## config.mk

```make
export PLATFORM = sky130hd
export DESIGN_NAME = piezo_keyboard_seq
export DESIGN_NICKNAME = d
export VERILOG_FILES = /design/src/rtl/piezo_keyboard_seq.sv
export SDC_FILE = /design/constraint.sdc
export NUM_CORES = 1
export LEC_CHECK = 0
export BUFFER_PORTS_ARGS = -buffer_cell sky130_fd_sc_hd__buf_2
export CAP_MARGIN = 20
export CORE_MARGIN = 4
export CORE_UTILIZATION = 37
export DETAILED_ROUTE_END_ITERATION = 7
export SYNTH_ARGS = -nofsm -noshare
export SYNTH_HDL_FRONTEND = slang
export SYNTH_SLANG_ARGS = --single-unit
```

## constraint.sdc

```tcl
create_clock -name clk_i -period 7.6 [get_ports clk_i]
set_input_delay 1.9 -clock clk_i [delete_from_list [all_inputs] [get_ports clk_i]]
set_output_delay 1.9 -clock clk_i [all_outputs]
set_load 0.1 [all_outputs]
```

## src/rtl/piezo_keyboard_seq.sv

```systemverilog
// ============================================================================
// piezo_keyboard_seq
// ----------------------------------------------------------------------------
// Turns a vector of key inputs into one square-wave piezo drive. Only the
// lowest-index pressed key sounds. A note's divisor comes from DIV_TABLE,
// right-shifted by the octave input when the note is loaded. After the last
// key is released the tone sustains for SUSTAIN_CYCLES clocks.
//
// Optional feature macro: PIEZO_DEBOUNCE_EN
//   defined   -> each synchronised key passes a DEB_CYCLES stability filter
//   undefined -> synchronised keys feed the priority select directly
//
// Ports:
//   clk_i      system clock
//   rst_ni     asynchronous active-low reset
//   enable_i   global play enable; low forces IDLE on the next edge
//   button_i   raw active-high keys, asynchronous to clk_i
//   octave_i   divisor right-shift (0..3), sampled only when a note loads
//   piezo_o    registered square-wave drive
//   active_o   high whenever the sequencer is not IDLE
//   key_idx_o  index of the currently loaded note (held while IDLE)
// ============================================================================
module piezo_keyboard_seq #(
    parameter int NUM_KEYS       = 8,
    parameter int CNT_W          = 12,
    parameter logic [NUM_KEYS*CNT_W-1:0] DIV_TABLE =
        {12'd1911, 12'd2025, 12'd2273, 12'd2551,
         12'd2863, 12'd3034, 12'd3405, 12'd3822},
    parameter int SUSTAIN_CYCLES = 1000,
    parameter int DEB_CYCLES     = 16,
    localparam int IDX_W         = $clog2(NUM_KEYS)
) (
    input  logic                clk_i,
    input  logic                rst_ni,
    input  logic                enable_i,
    input  logic [NUM_KEYS-1:0] button_i,
    input  logic [1:0]          octave_i,
    output logic                piezo_o,
    output logic                active_o,
    output logic [IDX_W-1:0]    key_idx_o
);

    localparam int SUS_W = (SUSTAIN_CYCLES > 1) ? $clog2(SUSTAIN_CYCLES) : 1;
    localparam logic [SUS_W-1:0] SUS_LAST =
        SUS_W'((SUSTAIN_CYCLES > 0) ? (SUSTAIN_CYCLES - 1) : 0);
    localparam logic [CNT_W-1:0] MIN_DIV = CNT_W'(2);

    typedef enum logic [1:0] {
        IDLE    = 2'd0,
        PLAY    = 2'd1,
        SUSTAIN = 2'd2
    } state_e;

    // ------------------------------------------------------------------
    // Two-flop synchroniser for the asynchronous key inputs
    // ------------------------------------------------------------------
    logic [NUM_KEYS-1:0] sync1_q;
    logic [NUM_KEYS-1:0] btn_s_q;

    always_ff @(posedge clk_i or negedge rst_ni) begin
        if (!rst_ni) begin
            sync1_q <= '0;
            btn_s_q <= '0;
        end else begin
            sync1_q <= button_i;
            btn_s_q <= sync1_q;
        end
    end

    // ------------------------------------------------------------------
    // Key source for selection (optionally debounced)
    // ------------------------------------------------------------------
    logic [NUM_KEYS-1:0] btn_src;

`ifdef PIEZO_DEBOUNCE_EN
    localparam int DEB_W = (DEB_CYCLES > 1) ? $clog2(DEB_CYCLES) : 1;
    localparam logic [DEB_W-1:0] DEB_LAST =
        DEB_W'((DEB_CYCLES > 0) ? (DEB_CYCLES - 1) : 0);

    genvar gi;
    generate
        for (gi = 0; gi < NUM_KEYS; gi++) begin : g_deb
            logic [DEB_W-1:0] deb_cnt_q;
            logic             deb_bit_q;

            // The filtered bit only follows btn_s after it has disagreed for
            // DEB_CYCLES consecutive cycles; any agreement restarts the count.
            always_ff @(posedge clk_i or negedge rst_ni) begin
                if (!rst_ni) begin
                    deb_cnt_q <= '0;
                    deb_bit_q <= 1'b0;
                end else if (btn_s_q[gi] != deb_bit_q) begin
                    if (deb_cnt_q == DEB_LAST) begin
                        deb_bit_q <= btn_s_q[gi];
                        deb_cnt_q <= '0;
                    end else begin
                        deb_cnt_q <= deb_cnt_q + 1'b1;
                    end
                end else begin
                    deb_cnt_q <= '0;
                end
            end

            assign btn_src[gi] = deb_bit_q;
        end
    endgenerate
`else
    assign btn_src = btn_s_q;
`endif

    // ------------------------------------------------------------------
    // Priority select: lowest set bit wins, registered every cycle
    // ------------------------------------------------------------------
    logic             pick_valid;
    logic [IDX_W-1:0] pick_idx;
    logic             sel_valid_q;
    logic [IDX_W-1:0] sel_idx_q;

    always_comb begin
        pick_valid = |btn_src;
        pick_idx   = '0;
        // Scan downwards so the lowest set index is the last one written.
        for (int k = NUM_KEYS - 1; k >= 0; k--) begin
            if (btn_src[k]) begin
                pick_idx = IDX_W'(k);
            end
        end
    end

    always_ff @(posedge clk_i or negedge rst_ni) begin
        if (!rst_ni) begin
            sel_valid_q <= 1'b0;
            sel_idx_q   <= '0;
        end else begin
            sel_valid_q <= pick_valid;
            sel_idx_q   <= pick_idx;
        end
    end

    // ------------------------------------------------------------------
    // Divisor lookup with octave shift and a floor of 2 so the waveform
    // always has at least one high and one low cycle.
    // ------------------------------------------------------------------
    logic [CNT_W-1:0] div_tab [NUM_KEYS];
    logic [CNT_W-1:0] div_shift;
    logic [CNT_W-1:0] div_load;

    genvar ti;
    generate
        for (ti = 0; ti < NUM_KEYS; ti++) begin : g_tab
            assign div_tab[ti] = DIV_TABLE[ti*CNT_W +: CNT_W];
        end
    endgenerate

    always_comb begin
        div_shift = div_tab[sel_idx_q] >> octave_i;
        div_load  = (div_shift < MIN_DIV) ? MIN_DIV : div_shift;
    end

    // ------------------------------------------------------------------
    // Sequencer FSM and tone generator
    // ------------------------------------------------------------------
    state_e           state_q, state_d;
    logic [IDX_W-1:0] key_idx_q, key_idx_d;
    logic [CNT_W-1:0] d_eff_q, d_eff_d;
    logic [CNT_W-1:0] cnt_q, cnt_d;
    logic [SUS_W-1:0] sus_q, sus_d;
    logic             piezo_q, piezo_d;

    logic             tone_hi;
    logic [CNT_W-1:0] cnt_adv;
    logic             load;

    always_comb begin
        tone_hi = (cnt_q < (d_eff_q >> 1));
        cnt_adv = (cnt_q == (d_eff_q - 1'b1)) ? '0 : (cnt_q + 1'b1);
    end

    always_comb begin
        state_d   = state_q;
        key_idx_d = key_idx_q;
        d_eff_d   = d_eff_q;
        cnt_d     = cnt_q;
        sus_d     = sus_q;
        piezo_d   = 1'b0;
        load      = 1'b0;

        if (!enable_i) begin
            state_d = IDLE;
            cnt_d   = '0;
        end else begin
            unique case (state_q)
                IDLE: begin
                    cnt_d = '0;
                    if (sel_valid_q) begin
                        state_d = PLAY;
                        load    = 1'b1;
                    end
                end
                PLAY: begin
                    if (!sel_valid_q) begin
                        if (SUSTAIN_CYCLES == 0) begin
                            state_d = IDLE;
                            cnt_d   = '0;
                        end else begin
                            state_d = SUSTAIN;
                            sus_d   = '0;
                            piezo_d = tone_hi;
                            cnt_d   = cnt_adv;
                        end
                    end else if (sel_idx_q != key_idx_q) begin
                        load = 1'b1;
                    end else begin
                        piezo_d = tone_hi;
                        cnt_d   = cnt_adv;
                    end
                end
                SUSTAIN: begin
                    if (sel_valid_q) begin
                        // Any key during sustain restarts the note, even the same one.
                        state_d = PLAY;
                        load    = 1'b1;
                    end else if (sus_q == SUS_LAST) begin
                        state_d = IDLE;
                        cnt_d   = '0;
                    end else begin
                        sus_d   = sus_q + 1'b1;
                        piezo_d = tone_hi;
                        cnt_d   = cnt_adv;
                    end
                end
                default: begin
                    state_d = IDLE;
                    cnt_d   = '0;
                end
            endcase
        end

        // A load restarts the waveform at cnt=0; the output rests low for
        // that one edge and the new period begins high on the next.
        if (load) begin
            key_idx_d = sel_idx_q;
            d_eff_d   = div_load;
            cnt_d     = '0;
            piezo_d   = 1'b0;
        end
    end

    always_ff @(posedge clk_i or negedge rst_ni) begin
        if (!rst_ni) begin
            state_q   <= IDLE;
            key_idx_q <= '0;
            d_eff_q   <= MIN_DIV;
            cnt_q     <= '0;
            sus_q     <= '0;
            piezo_q   <= 1'b0;
        end else begin
            state_q   <= state_d;
            key_idx_q <= key_idx_d;
            d_eff_q   <= d_eff_d;
            cnt_q     <= cnt_d;
            sus_q     <= sus_d;
            piezo_q   <= piezo_d;
        end
    end

    assign piezo_o   = piezo_q;
    assign active_o  = (state_q != IDLE);
    assign key_idx_o = key_idx_q;

endmodule

```

==> out/summary.md <==
The final layout contains routed wiring with a total length of 8.298 mm. The tools report the total internal power as 0.7029 mW. The finished cells cover 0.004325 mm². The HPWL after detailed placement is 5.911 mm.

The cell at the root of the clock tree is clkbuf_8. The top achievable clock speed was 285.6 MHz; the placer congestion estimate was 0.7780. In this run, post-CTS repair resized a total of 0 instances. STA classifies the critical path endpoint as a primary output. The run gives 0 as the initial antenna violation count.

The worst-margin pin slew works out to 0.8940 ns. Summed over all failing endpoints, the final setup total negative slack is 0 ns. Of the total power, the share spent switching nets is 41.88%.

Counting flops with an async set or reset pin after synthesis yields a share of 100.0%. The tools report the placed cell area as 0.004114 mm². Once the floorplan was initialized, standard cells occupied 38.31% of the core.

The synthesized instance count was 424. Ranked by total cell area, the synthesized netlist is headed by dfrtp_1, ha_1, nand2_1. In the final routed layout, each cell accounts on average for 14.43 µm. The worst path needs 3.501 ns of the cycle, external delays included.

The power share of the clock group is 25.1%, and the die outline area is 0.01246 mm². The run gives 40.18% as the worst slew slack as a fraction of its limit. The total standard cell area after synthesis is 0.003973 mm². The sequential area share after synthesis came out at 37.83%. The final layout contains 470 nets.

The tools report the net switching component of the power as 0.5065 mW. Final setup violation count: 0. Kind of start point of the critical path: a flop.

The tools report the via count of the first global-routing pass as 3,008. The tools report the number of nets in the synthesized netlist as 460. TritonCTS built the clock tree. The number of vias per cell works out to 5.320. The final-report hold violation count is 0. Counting flops and latches in the post-synthesis netlist gives 60. The biggest area contributor in the post-synthesis netlist is dfrtp_1. The maximum level of the CTS H-tree was 3; the number of antenna diodes was 0. The number of buffer cells added on primary ports came out at 17. The number of pins exceeding their max-slew limit in the final report came out at 0. For the worst setup path, the data required time is 5.70 ns. The number of synthesized flops with an enable pin is 0. The tightest min-delay check is of the reg2reg type. The tools report the unique cell type count in the Yosys netlist as 71. The final critical path takes up 46.07% of the cycle. The detailed router finished its first iteration with 106 violations. From left edge to right edge, the die measures 111.6 µm.

Yosys instantiated no cell more often than dfrtp_1. Counting the buffers created by CTS gives 9. For the global router's overall resource usage, the log shows 13.73%. In this run the count of I/O pins placed on the die edge is 18.

The first global-routing pass estimated 14.21 mm of wire. The number of violations of the max-capacitance limit is 0. After synthesis, the largest area contributor takes up 37.17% of total cell area.

In this run the vertical extent of the chip is 111.6 µm. The commonest cells after synthesis are dfrtp_1, nand2_1, nor2_1, inv_1, ha_1. Clock tree synthesis found a total of 60 sinks. For the via count, the log shows 3,059.

VDD sags by at most 231.9 µV. Category of the critical setup timing path: reg2out. The post-CTS setup-driven buffer insertion count is 0, and the highest net fanout along the worst path is 5.

The leakage power summed over all cells is 1.953 nW, and the clock tree skew after final layout is 0.008106 ns. Clock latency on the worst-skew pair: 0.34 ns. The logs give 2 for the number of buffers on the longest clock path and 61 for the largest net degree at the start of global routing. Yosys synthesis warning count: 0.

The layout overhead on the synthesized area came out at 8.882%. For this design the ratio of total power to cell area is 279.6 mW/mm². For this run the aggregate overflow at the end of global routing stands at 0. The number of nets with antenna violations after routing was 0. Before antenna repair, the detailed router went through 4 iterations.

Dominant synthesized flop cell: dfrtp_1. After detailed routing, the number of remaining DRC violations is 0. Clock-pin slew was measured on the worst setup and hold paths at 0.06 ns. The relative contribution of sequential cells to total power was 36.9%; the layout cell share with drive strength beyond 1 was 12.53%. The average instance in the mapped netlist occupies 9.369 µm². Setup repair after global routing left no endpoint under its margin. The proportion of power drawn by combinational gates was 38.0%; the total core area was 0.01037 mm².

For the endpoint arrival time on the critical path, the log shows 1.60 ns. The run finished with clean final reports. For the number of placement rows, the log shows 37. In this run, post-CTS hold repair placed 0 buffers.
[layout make-up]
class,count,area (µm²)
tap,136,170.2
timing repair buffer,20,107.6
multi-input combinational,316,2232
inverter,27,101.3
sequential,60,1503
fill,1030,6045
clock buffer,11,151.4
clock inverter,5,60.06
[routing by layer]
layer	part of all wire (%)	track usage [%]	wire length, µm	vias to the layer above
li1	-	-	-	1543
met1	47	17.13	3865	1464
met2	48	23.20	3986	41
met3	3.6	3.533	297	11
met4	1.8	4.542	148	0
met5	0	0	0	-
[sequential cells by signal, indices dropped and copies added (netlist names)]
signal and cells:
btn_s_q 8, cnt_q 12, d_eff_q 12, key_idx_o 3, piezo_o 1, sel_idx_q 3
sel_valid_q 1, state_q 2, sus_q 10, sync1_q 8
[cells by family (layout without fill, tap and decap cells)]
| group | Yosys count | in the layout | share of synthesized area [%] |
|---|---|---|---|
| AO/OA/AOI/OAI | 96 | 96 | 18.49 |
| XOR/XNOR | 24 | 24 | 5.953 |
| adder cells (fa/ha/maj) | 24 | 24 | 7.496 |
| buffers and inverters | 48 | 63 | 5.984 |
| flip-flops | 60 | 60 | 37.83 |
| multiplexers | 14 | 14 | 3.937 |
| AND/OR/NAND/NOR | 158 | 158 | 20.32 |
[final timing paths]
check / startpoint / end / slack, ns / depth (start not counted)
max in group asynchronous: rst_ni / key_idx_o[1] / 5.38 / 2
min in group asynchronous: rst_ni / d_eff_q[2] / 1.72 / 2
worst min-delay path: sync1_q[6] / btn_s_q[6] / 0.35 / 0
worst max register to register: d_eff_q[1] / cnt_q[4] / 4.85 / 8
worst max-delay path: state_q[0] / active_o / 4.10 / 4
worst min register to register: sync1_q[6] / btn_s_q[6] / 0.35 / 0
[worst max-delay path, stage by stage, from the launching register on]
cell	delay, ns
dfrtp_1	0.41
inv_1	0.08
ha_1	0.24
inv_1	0.10
buf_2	0.43
[placed cells by master (no fill, tap or decap), types with 2 or more instances in the layout]
master / count
nand2b_1: 5
o31ai_1: 2
ha_1: 23
o211ai_1: 4
nor2_1: 28
nor2b_1: 6
mux2_2: 3
nor4_1: 4
dfrtp_1: 59
and2b_1: 2
a22oi_1: 3
buf_4: 3
a31oi_1: 4
o21ai_0: 20
nand3_1: 17
a21oi_1: 13
and2_1: 8
a22o_1: 2
nand4_1: 6
a211o_1: 2
nand2_1: 50
clkinv_4: 2
and3_1: 5
inv_1: 26
xnor2_1: 12
buf_2: 17
o311ai_0: 6
o21ai_1: 2
a21o_1: 6
clkbuf_8: 11
o311ai_1: 14
mux2i_1: 10
xor2_1: 10
or3_1: 2
nor3_1: 12
nand3b_1: 2
a211oi_1: 2
o2111a_1: 2
[power groups by stage]
stage	clock network, mW	logic, mW	registers [mW]
after global routing	0.327	0.514	0.458
final	0.303	0.459	0.447
after floorplan	0	0.363	0.459
after global placement	0	0.450	0.450
after CTS	0.313	0.462	0.448
after detailed placement	0	0.459	0.454
[per-stage QoR]
stage | hold slack [ns] | std cells | utilization, % | setup WS [ns] | power (mW)
floorplan | 0.3312 | 424 | - | 4.411 | 0.8217
global placement | 0.3315 | 559 | 39.67 | 3.930 | 0.9003
detailed placement | 0.3347 | 559 | 39.67 | 3.824 | 0.9130
CTS | 0.3498 | 575 | 41.71 | 4.079 | 1.222
global route | 0.3595 | 575 | 41.71 | 4.006 | 1.298
finish | 0.3481 | 575 | 41.71 | 4.099 | 1.209
Note: power is estimated with default switching activity, not from simulation.
